==> config.mk <==
export PLATFORM = sky130hd
export DESIGN_NAME = pwm_capture
export DESIGN_NICKNAME = d
export VERILOG_FILES = /design/src/rtl/pwm_capture.sv
export SDC_FILE = /design/constraint.sdc
export NUM_CORES = 1
export LEC_CHECK = 0
export BUFFER_PORTS_ARGS = -buffer_cell sky130_fd_sc_hd__clkbuf_2
export CAP_MARGIN = 25
export CORE_MARGIN = 3
export CORE_UTILIZATION = 25
export DETAILED_ROUTE_END_ITERATION = 8
export SLEW_MARGIN = 20
export SYNTH_ARGS = -nofsm -noshare
export SYNTH_HDL_FRONTEND = slang
export SYNTH_SLANG_ARGS = --single-unit
==> constraint.sdc <==
create_clock -name clk -period 5 [get_ports clk]
set_input_delay 0.75 -clock clk [delete_from_list [all_inputs] [get_ports clk]]
set_output_delay 0.75 -clock clk [all_outputs]
set_load 0.02 [all_outputs]
==> src/rtl/pwm_capture.sv <==
// Measures period and high time of an asynchronous PWM input in clk cycles.
// Also flags a stuck line and accumulator saturation. SYNC_STAGES must be >= 2.
module pwm_capture #(
  parameter int CNT_W       = 16,
  parameter int SYNC_STAGES = 2,
  parameter int TIMEOUT     = 1024
) (
  input  logic             clk,
  input  logic             reset_n,
  input  logic             enable,
  input  logic             pwm_in,
  output logic [CNT_W-1:0] period_cnt,
  output logic [CNT_W-1:0] high_cnt,
  output logic             meas_valid,
  output logic             meas_ovf,
  output logic             stuck,
  output logic             stuck_level
);

  // state  | meaning
  // S_IDLE | not armed; waiting for a rising edge
  // S_HIGH | armed, input high; period and high time accumulating
  // S_LOW  | armed, input low; period accumulating, high time frozen
  typedef enum logic [1:0] {S_IDLE, S_HIGH, S_LOW} state_t;

  localparam logic [CNT_W-1:0] ONE     = CNT_W'(1);
  localparam logic [CNT_W-1:0] TO_LOAD = CNT_W'(TIMEOUT - 1);

  logic [SYNC_STAGES-1:0] r_sync;
  logic                   r_prev;
  state_t                 r_state;
  logic [CNT_W-1:0]       r_per_acc;
  logic [CNT_W-1:0]       r_hi_acc;
  logic                   r_ovf_acc;
  logic [CNT_W-1:0]       r_idle_left;
  logic [CNT_W-1:0]       r_period_cnt;
  logic [CNT_W-1:0]       r_high_cnt;
  logic                   r_meas_valid;
  logic                   r_meas_ovf;
  logic                   r_stuck;
  logic                   r_stuck_level;

  logic             w_s;
  logic             w_rise;
  logic             w_fall;
  logic             w_edge;
  logic             w_per_max;
  logic             w_hi_max;
  logic [CNT_W-1:0] w_per_next;
  logic [CNT_W-1:0] w_hi_next;

  always_ff @(posedge clk or negedge reset_n) begin
    if (!reset_n) begin
      r_sync <= '0;
      r_prev <= 1'b0;
    end else begin
      r_sync <= {r_sync[SYNC_STAGES-2:0], pwm_in};
      r_prev <= w_s;
    end
  end

  assign w_s    = r_sync[SYNC_STAGES-1];
  assign w_rise = w_s & ~r_prev;
  assign w_fall = ~w_s & r_prev;
  assign w_edge = w_rise | w_fall;

  // Saturating increments: accumulators stick at all-ones instead of wrapping.
  assign w_per_max  = &r_per_acc;
  assign w_hi_max   = &r_hi_acc;
  assign w_per_next = w_per_max ? r_per_acc : r_per_acc + ONE;
  assign w_hi_next  = w_hi_max  ? r_hi_acc  : r_hi_acc + ONE;

  always_ff @(posedge clk or negedge reset_n) begin
    if (!reset_n) begin
      r_state       <= S_IDLE;
      r_per_acc     <= '0;
      r_hi_acc      <= '0;
      r_ovf_acc     <= 1'b0;
      r_idle_left   <= TO_LOAD;
      r_period_cnt  <= '0;
      r_high_cnt    <= '0;
      r_meas_valid  <= 1'b0;
      r_meas_ovf    <= 1'b0;
      r_stuck       <= 1'b0;
      r_stuck_level <= 1'b0;
    end else begin
      r_meas_valid <= 1'b0;
      if (!enable) begin
        r_state       <= S_IDLE;
        r_per_acc     <= '0;
        r_hi_acc      <= '0;
        r_ovf_acc     <= 1'b0;
        r_idle_left   <= TO_LOAD;
        r_stuck       <= 1'b0;
        r_stuck_level <= 1'b0;
      end else if (w_edge) begin
        r_idle_left <= TO_LOAD;
        r_stuck     <= 1'b0;
        case (r_state)
          S_IDLE: begin
            if (w_rise) begin
              r_per_acc <= ONE;
              r_hi_acc  <= ONE;
              r_ovf_acc <= 1'b0;
              r_state   <= S_HIGH;
            end
          end
          S_HIGH: begin
            if (w_fall) begin
              r_per_acc <= w_per_next;
              if (w_per_max) r_ovf_acc <= 1'b1;
              r_state <= S_LOW;
            end
          end
          S_LOW: begin
            if (w_rise) begin
              r_period_cnt <= r_per_acc;
              r_high_cnt   <= r_hi_acc;
              r_meas_ovf   <= r_ovf_acc;
              r_meas_valid <= 1'b1;
              r_per_acc    <= ONE;
              r_hi_acc     <= ONE;
              r_ovf_acc    <= 1'b0;
              r_state      <= S_HIGH;
            end
          end
          default: r_state <= S_IDLE;
        endcase
      end else if (r_idle_left == '0 && !r_stuck) begin
        // Dead line: drop the partial measurement and wait for a fresh rise.
        r_stuck       <= 1'b1;
        r_stuck_level <= w_s;
        r_state       <= S_IDLE;
        r_per_acc     <= '0;
        r_hi_acc      <= '0;
        r_ovf_acc     <= 1'b0;
      end else begin
        if (r_idle_left != '0) r_idle_left <= r_idle_left - ONE;
        case (r_state)
          S_HIGH: begin
            r_per_acc <= w_per_next;
            r_hi_acc  <= w_hi_next;
            if (w_per_max || w_hi_max) r_ovf_acc <= 1'b1;
          end
          S_LOW: begin
            r_per_acc <= w_per_next;
            if (w_per_max) r_ovf_acc <= 1'b1;
          end
          default: ;
        endcase
      end
    end
  end

  assign period_cnt  = r_period_cnt;
  assign high_cnt    = r_high_cnt;
  assign meas_valid  = r_meas_valid;
  assign meas_ovf    = r_meas_ovf;
  assign stuck       = r_stuck;
  assign stuck_level = r_stuck_level;

endmodule

* Word-level counts from Yosys, hierarchy flattened
Index checks and enable logic that the tools add are counted.
** Word-level totals
- Register bits :: 90
- Latch bits :: 0
- RAM bits :: 0
- Memory bits (read-only) :: 0
- Input port bits :: 4
- Output and inout bits :: 36
- Memories kept :: 0
** Operators by class
- Add/sub/neg operators :: 3
- Multiply operators :: 0
- Divide/modulo/power cells :: 0
- $lt $le $gt $ge :: 0
- Equal/unequal tests :: 17
- Shifts and indexed selects :: 0
- Mux-type cells :: 43
- Bitwise operators :: 5
- Reduce and logical (&&, ||, !) cells :: 17
** Operators by type and width (number)
- 16-bit 2-to-1 mux :: 17
- 16-bit by 1-bit adder with 16-bit output, second input constant :: 2
- 16-bit one-hot mux with 2 select lines :: 1
- 16-bit AND reduction :: 2
- 1-bit 2-to-1 mux :: 17
- 16-bit logical NOT :: 1
- 16-bit nonzero test :: 1
- 16-bit by 1-bit subtractor with 16-bit output, second input constant :: 1
- 4-bit AND reduction :: 3
- 2-bit 2-to-1 mux :: 5
- 3-bit != test, second input constant :: 3
- 4-bit by 3-bit != test with 1-bit output, second input constant :: 2
- 4-bit != test, second input constant :: 2
- 3-bit by 1-bit != test with 1-bit output, second input constant :: 2
- 5-bit by 1-bit != test with 1-bit output, second input constant :: 1
- 5-bit != test, second input constant :: 1
- 5-bit AND reduction :: 1
- 4-bit by 1-bit != test with 1-bit output, second input constant :: 1
- 4-bit by 2-bit != test with 1-bit output, second input constant :: 1
- 1-bit one-hot mux with 2 select lines :: 2
- 2-bit one-hot mux with 2 select lines :: 1
- 2-bit AND reduction :: 2
- 2-bit OR reduction :: 2
- 3-bit AND reduction :: 1
- 11 further kinds :: 13

* Depth between registers and ports, before layout
Gate-level depths: netlist (run 1).
- Depth after elaboration :: 7
- Depth in mapped cells :: 9
- Gate-level depth less buffers :: 8

* Worst setup path before layout (run 1)
Ideal clock, no wire load.
- Kind :: input to register
- Start :: in enable
- End :: reg r_high_cnt[15], in the netlist high_cnt[15]
- Setup time :: 0.125 ns
- Data arrival time :: 1.970 ns
- Data required time :: 4.875 ns
- Setup slack :: 2.905 ns
- Stages on the path :: 5
- Cells stage by stage :: buf_2 > nor2b_1 > nand3_1 > clkbuf_1 > mux2_2
** Between the ends
- Longest elaborated chain between the ends :: 1
** Ends and longest elaborated chain
- from (decl) :: RTL line 10 : input logic enable,
- 4-bit AND reduction (no source line)
- to (signal assigned) :: RTL line 118 : r_high_cnt <= r_hi_acc;
- to (decl) :: RTL line 37 : logic [CNT_W-1:0] r_high_cnt;
Every way passes these cells.
A chain may end at the register's enable or synchronous reset.

* Worst setup path after layout (run 1)
- Start :: reg r_sync[1]
- End :: reg r_hi_acc[10]
** Between the ends
- Longest elaborated chain between the ends :: 5
- Elaborated cells between the ends (all ways) :: 11
- Classes of those cells :: 4 x eq/ne; 2 x mux; 4 x bitwise; 1 x reduce/logical
** Ends and longest elaborated chain
- from (decl) :: RTL line 29 : logic [SYNC_STAGES-1:0] r_sync;
- from (signal assigned) :: RTL line 57 : r_sync <= {r_sync[SYNC_STAGES-2:0], pwm_in};
- 1-bit inverter :: RTL line 64 : assign w_fall = ~w_s & r_prev;
- 1-bit AND :: RTL line 64
- 1-bit bitwise OR :: RTL line 65 : assign w_edge = w_rise | w_fall;
- 4-bit by 1-bit != test with 1-bit output (no source line), or another cell as far along
- 4-bit AND reduction (no source line) or 16-bit 2-to-1 mux (tied branches)
- to (signal assigned) :: RTL line 142 : r_hi_acc <= w_hi_next;
- to (decl) :: RTL line 33 : logic [CNT_W-1:0] r_hi_acc;
Several ways; a longest one is shown, not always the timed one.

==> results.toml, run 1 <==
[detailed_routing]
dr.pass1.iters = 4
drt-total-wl_mm = 9.71
ant_nets = 0
drc = 0
via_per_inst = 4.78
wl_per_cell_um = 14.0
drt_iter0_drc = 225
vias = 3316

[worst_setup_path]
r2r_cells = 7
crit_chain = "inv_1 -> ha_1 -> and2_1 -> nand2_1 -> nor4_1 -> a31oi_1 -> a31oi_1"
crit_arrival_ns = 2.86
required_ns = 5.26
crit_path_top_delay_cell = "nor4_1"
startpoint_type = "register"
worstReg2RegEnd = "r_hi_acc[10]"
crit_fanout = 14
crit_path_frequent_cell = "a31oi_1"
critPathTopFamily = "simple AND/OR/NAND/NOR gates"
crit_path_end_kind = "register"
worstSetupPathType = "register to register"
rr_startpoint = "r_sync[1]"
slowest_delay_ns = 0.49
worst-path-buf-inv = 1
reg2reg_slack_ns = 2.40

[timing]
fmax_ghz = 0.385
maxSlewHeadroom = 0.385
rsz0062_at_grt = "false"
setup_tns_ns = 0
finalCritPeriodShare = 0.520
setup_viol = 0
min_period_ns = 2.60
drv_slew = 0
hold_viol = 0
tightest_slew_ns = 0.922
fin_skew_ns = 0.00829

[power_and_ir_drop]
powerDensity_nw_per_um2 = 303
ir_drop_mv = 0.155
finalPower_mw = 1.58
p_leak_nw = 2.36

[final_layout]
utilization = 0.300
fin_cells = 693
num_antenna_cells = 0
drive_above_1_share = 0.231
stdcell_area_sq_um = 5220
design.final.nets = 478
area_growth_pct = 16.5

[cts]
cts_post_setup_buffers_inserted = 0
cts_root_buf = "clkbuf_16"
clk_pin_slew_ns = 0.06
cts_buffer_depth = 2
htree_levels = 3
cts.sinks = 90
ctsHoldBuffers = 0
cts_resized = 0
clk_latency_ns = 0.34
cts_buffers = 9
cts_tree = "yes"

[floorplanning]
ioPinCount = 40
die-area_sq_um = 19600
die_x_um = 140
core-area_sq_um = 17400
die_h_um = 140
initial_core_util = 0.257
num_rows = 48

[logic_synthesis]
ys_seq_area_frac = 0.505
ys_dominant_reg_cell = "dfrtp_1"
yosys.area.top_type = "dfrtp_1"
yosysWarnings = 0
ys_ff_latch = 90
yosysTopAreaCellShare = 0.447
synth_nets = 440
yosysUniqueCellTypes = 53
async_reset_ff_frac = 1.00
synth.avg_cell_area_sq_um = 10.5
synth.area.top_cells = "dfrtp_1, mux2_2, dfstp_2"
syn_inst = 425
synth-edff-count = 0
netlist_area_sq_um = 4480

[placement]
hpwl_mm = 6.85
io_buffer_count = 39
placedInstanceArea_sq_um = 4940
place_congestion = 0.836
placed_cells = 677

[min_path]
hold_start = "r_sync[0]"
min_path_type = "register to register"
hold_end = "r_sync[1]"
min_path_cells = 0

[outcome]
status = "complete, no violations"

[global_route]
antenna_found_initial = 0
grt_pass1_vias = 3305
grt_pass1_wl_mm = 16.4
grt_max_degree = 52
grt_usage = 0.103
grt-ovfl-total = 0

[job]
cap_viol_max_count = 0
==> worst register-to-register path, cell delays in order (launching register included) <==
cell     delay [ns]
dfrtp_1        0.40
inv_1          0.08
ha_1           0.40
and2_1         0.48
nand2_1        0.37
nor4_1         0.49
a31oi_1        0.14
a31oi_1        0.16
==> flip-flops by register name, summed over array words and instances, names as in the netlist <==
signal / cells
r_ovf_acc: 1
r_hi_acc: 16
stuck: 1
r_sync: 2
meas_valid: 1
r_idle_left: 16
r_per_acc: 16
high_cnt: 16
meas_ovf: 1
r_prev: 1
period_cnt: 16
r_state: 2
stuck_level: 1
==> cells in the final DEF, fill, tap and decap left out, drive strengths merged, types with 7 or more instances in the layout <==
master,netlist,layout
xor2,17,17
a31oi,10,10
nor2,37,37
nor2b,7,7
and3,9,9
nand4,17,17
nand3,19,19
nand2,35,35
a21oi,16,16
o21ai,25,25
xnor2,7,7
inv,14,14
clkbuf,7,51
and2,7,7
dfstp,10,10
ha,11,11
dfrtp,80,80
mux2,31,31
==> worst max-delay path by stage <==
stage          startpoint             to  cells after the start
6_report        r_sync[1]   r_hi_acc[10]                      7
3_5_place_dp       enable  period_cnt[4]                      4
3_3_place_gp       enable  period_cnt[8]                      4
4_1_cts         r_sync[1]   high_cnt[12]                      5
2_1_floorplan      enable   high_cnt[15]                      5
5_1_grt         r_sync[1]   r_hi_acc[10]                      7
==> layer usage <==
metal | part of all wire | track usage | up-vias
met5 | 0 | 0 | -
li1 | - | - | 1598
met3 | 0.043 | 0.0258 | 16
met2 | 0.46 | 0.156 | 69
met4 | 0.024 | 0.0597 | 0
met1 | 0.47 | 0.132 | 1633
==> power by group <==
group          internal, mW  leakage (nW)  total [mW]  switching, mW
Clock                 0.386         0.138       0.656          0.269
Combinational        0.0541          1.01       0.157          0.102
Sequential            0.748          1.21       0.771         0.0234
Total                  1.19          2.36        1.58          0.395
==> logic make-up after synthesis <==
group / count (synthesis) / share of synthesized area
AOI/OAI and AO/OA: 72 / 0.0980
xor gates and xnor gates: 24 / 0.0469
adders and majority gates: 11 / 0.0307
buffers and inverters: 28 / 0.0254
DFF: 90 / 0.505
muxes: 35 / 0.0868
and+or+nand+nor: 165 / 0.207
==> synth_stat cells, drive strengths merged (3+ instances only) <==
| master | number |
|---|---|
| mux2 | 31 |
| xnor2 | 7 |
| o21a | 3 |
| ha | 11 |
| nor3 | 5 |
| a21oi | 16 |
| dfrtp | 80 |
| buf | 7 |
| clkbuf | 7 |
| nand2b | 4 |
| and3 | 9 |
| a31oi | 10 |
| o31ai | 4 |
| nor4b | 3 |
| dfstp | 10 |
| o21ai | 25 |
| inv | 14 |
| nand4 | 17 |
| mux2i | 4 |
| nor3b | 4 |
| nor2 | 37 |
| nor4 | 6 |
| and2 | 7 |
| nand3 | 19 |
| or3 | 6 |
| xor2 | 17 |
| nor2b | 7 |
| nand2 | 35 |
==> area by class of cell <==
type	instances	area, sq um
Inverter	14	52.6
Clock buffer	13	240
Tap cell	225	282
Sequential cell	90	2260
Fill cell	1813	12200
Clock inverter	3	40.0
Multi-Input combinational cell	307	2110
Timing Repair Buffer	41	233
==> stage by stage <==
stage / hold WS, ns / setup slack, ns
after floorplan: 0.331 / 2.90
after global placement: 0.333 / 2.32
after detailed placement: 0.345 / 2.23
after CTS: 0.365 / 2.35
after global routing: 0.380 / 2.12
final: 0.361 / 2.40
No activity file was read; power rests on OpenSTA's default activity.
==> run 2: changes to the inputs <==
==> constraint.sdc (replaced) <==
create_clock -name clk -period 2.6 [get_ports clk]
set_input_delay 0.39 -clock clk [delete_from_list [all_inputs] [get_ports clk]]
set_output_delay 0.39 -clock clk [all_outputs]
set_load 0.02 [all_outputs]
==> run 2 against run 1 <==
Power rose by 100%. Largest cell class unchanged. Maximum frequency rose by 14%. Design area rose by 1.5%. Sequential power rose by 92%. Critical endpoint is now r_per_acc[10].
==> results.toml, run 2 (same netlist as run 1, synthesis figures left out) <==
[global_route]
grt_pass1_wl_mm = 16.3
antenna_found_initial = 0
met3_usage = 0.0275
use_met1 = 0.128
grt-ovfl-total = 0
grt_pass1_vias = 3334
met2_usage = 0.159
top_usage_layer = "met2"
grt_max_degree = 51
grt_usage = 0.0994

[final_layout]
final_common_cell = "dfrtp_1"
drive_above_1_share = 0.247
area.sequential_sq_um = 2260
final_cell_mix = "dfrtp_1, clkbuf_2, nor2_1"
fillers = 1807
utilization = 0.304
multi_input_area_sq_um = 2110
area_growth_pct = 18.2
design.final.nets = 483
num_antenna_cells = 0

[power_and_ir_drop]
powerDensity_nw_per_um2 = 603
finalPower_mw = 3.19
p_leak_nw = 2.39
ir_drop_mv = 0.250

[timing]
setup_tns_ns = 0
whs_ns = 0.0756
setup_viol = 0
finalCritPeriodShare = 0.880
min_period_ns = 2.29
rsz0062_at_grt = "false"
fin_skew_ns = 0.00741
tightest_slew_ns = 0.650
fmax_ghz = 0.437
hold_viol = 0
drv_slew = 0
maxSlewHeadroom = 0.567

[worst_setup_path]
crit_fanout = 12
crit_arrival_ns = 2.56
worstSetupPathType = "register to register"
crit_path_end_kind = "register"
startpoint_type = "register"
required_ns = 2.87

[cts]
htree_levels = 3
ctsHoldBuffers = 0
cts_resized = 0
clk_pin_slew_ns = 0.07
clk_latency_ns = 0.34
cts_buffer_depth = 2
cts_tree = "yes"
cts.sinks = 90
cts_post_setup_buffers_inserted = 0
cts_buffers = 9
cts_root_buf = "clkbuf_16"

[min_path]
min_path_type = "input pin to async pin"

[floorplanning]
core-area_sq_um = 17400
die_x_um = 140
die-area_sq_um = 19600
die_h_um = 140
num_rows = 48
ioPinCount = 40
initial_core_util = 0.257

[placement]
hpwl_mm = 6.82
io_buffer_count = 39
place_congestion = 0.822

[detailed_routing]
dr.pass1.iters = 5
drc = 0
drt_iter0_drc = 182
via_per_inst = 4.76
wl_per_cell_um = 13.4
vias = 3321
drt-total-wl_mm = 9.38
ant_nets = 0

[job]
cap_viol_max_count = 0

[outcome]
status = "complete, no violations"
## run 2: cell count changes in the layout (fill, tap and decap cells not counted), sizes merged
cell,delta
buf,+5
clkbuf,-3
clkinvlp,+2
bufinv,+1
clkinv,-1
inv,+1
## run 2: through the flow
stage	std cells	instance area, sq um	setup WS, ns
after floorplan	425	4480	0.673
after global placement	682	4970	0.413
after detailed placement	682	4970	0.316
after CTS	698	5300	0.317
after global routing	698	5300	0.105
final	698	5300	0.313
## run 2: power breakdown
group,total (mW),switching [mW],internal [mW]
Clock,1.41,0.536,0.869
Combinational,0.305,0.197,0.108
Sequential,1.48,0.0457,1.44
Total,3.19,0.779,2.42
## run 2: critical path, cell delays in order, from the launching register on
cell     delay, ns
dfstp_2       0.38
inv_1         0.07
ha_1          0.19
nor4b_2       0.39
nand4_4       0.21
nand2_2       0.25
nand3_2       0.14
or4_1         0.42
a21oi_1       0.16
## run 2: path summary, 6_finish.rpt
check,slack (ns),end,from,cells past startpoint
setup reg to reg,0.31,r_per_acc[10],r_idle_left[0],8
hold reg to reg,0.35,r_sync[1],r_sync[0],0
max in group asynchronous,1.83,r_idle_left[5],reset_n,2
min in group clk,0.17,r_sync[0],pwm_in,1
setup / recovery,0.31,r_per_acc[10],r_idle_left[0],8
hold / removal,0.08,r_per_acc[9],reset_n,1
## run 2: cell type report
class	instances	area share
repair buffers	46	0.0496
multi-input cells	307	0.398
inverters	14	0.00992
clock inverters	6	0.0168
clock buffers	10	0.0451
well taps	225	0.0532
flip-flops and latches	90	0.428
## run 2: per-layer routing
layer	share of wire	routed length [um]	up-vias
li1	-	-	1608
met1	0.47	4390	1630
met2	0.46	4350	71
met3	0.050	473	12
met4	0.016	154	0
met5	0	0	-
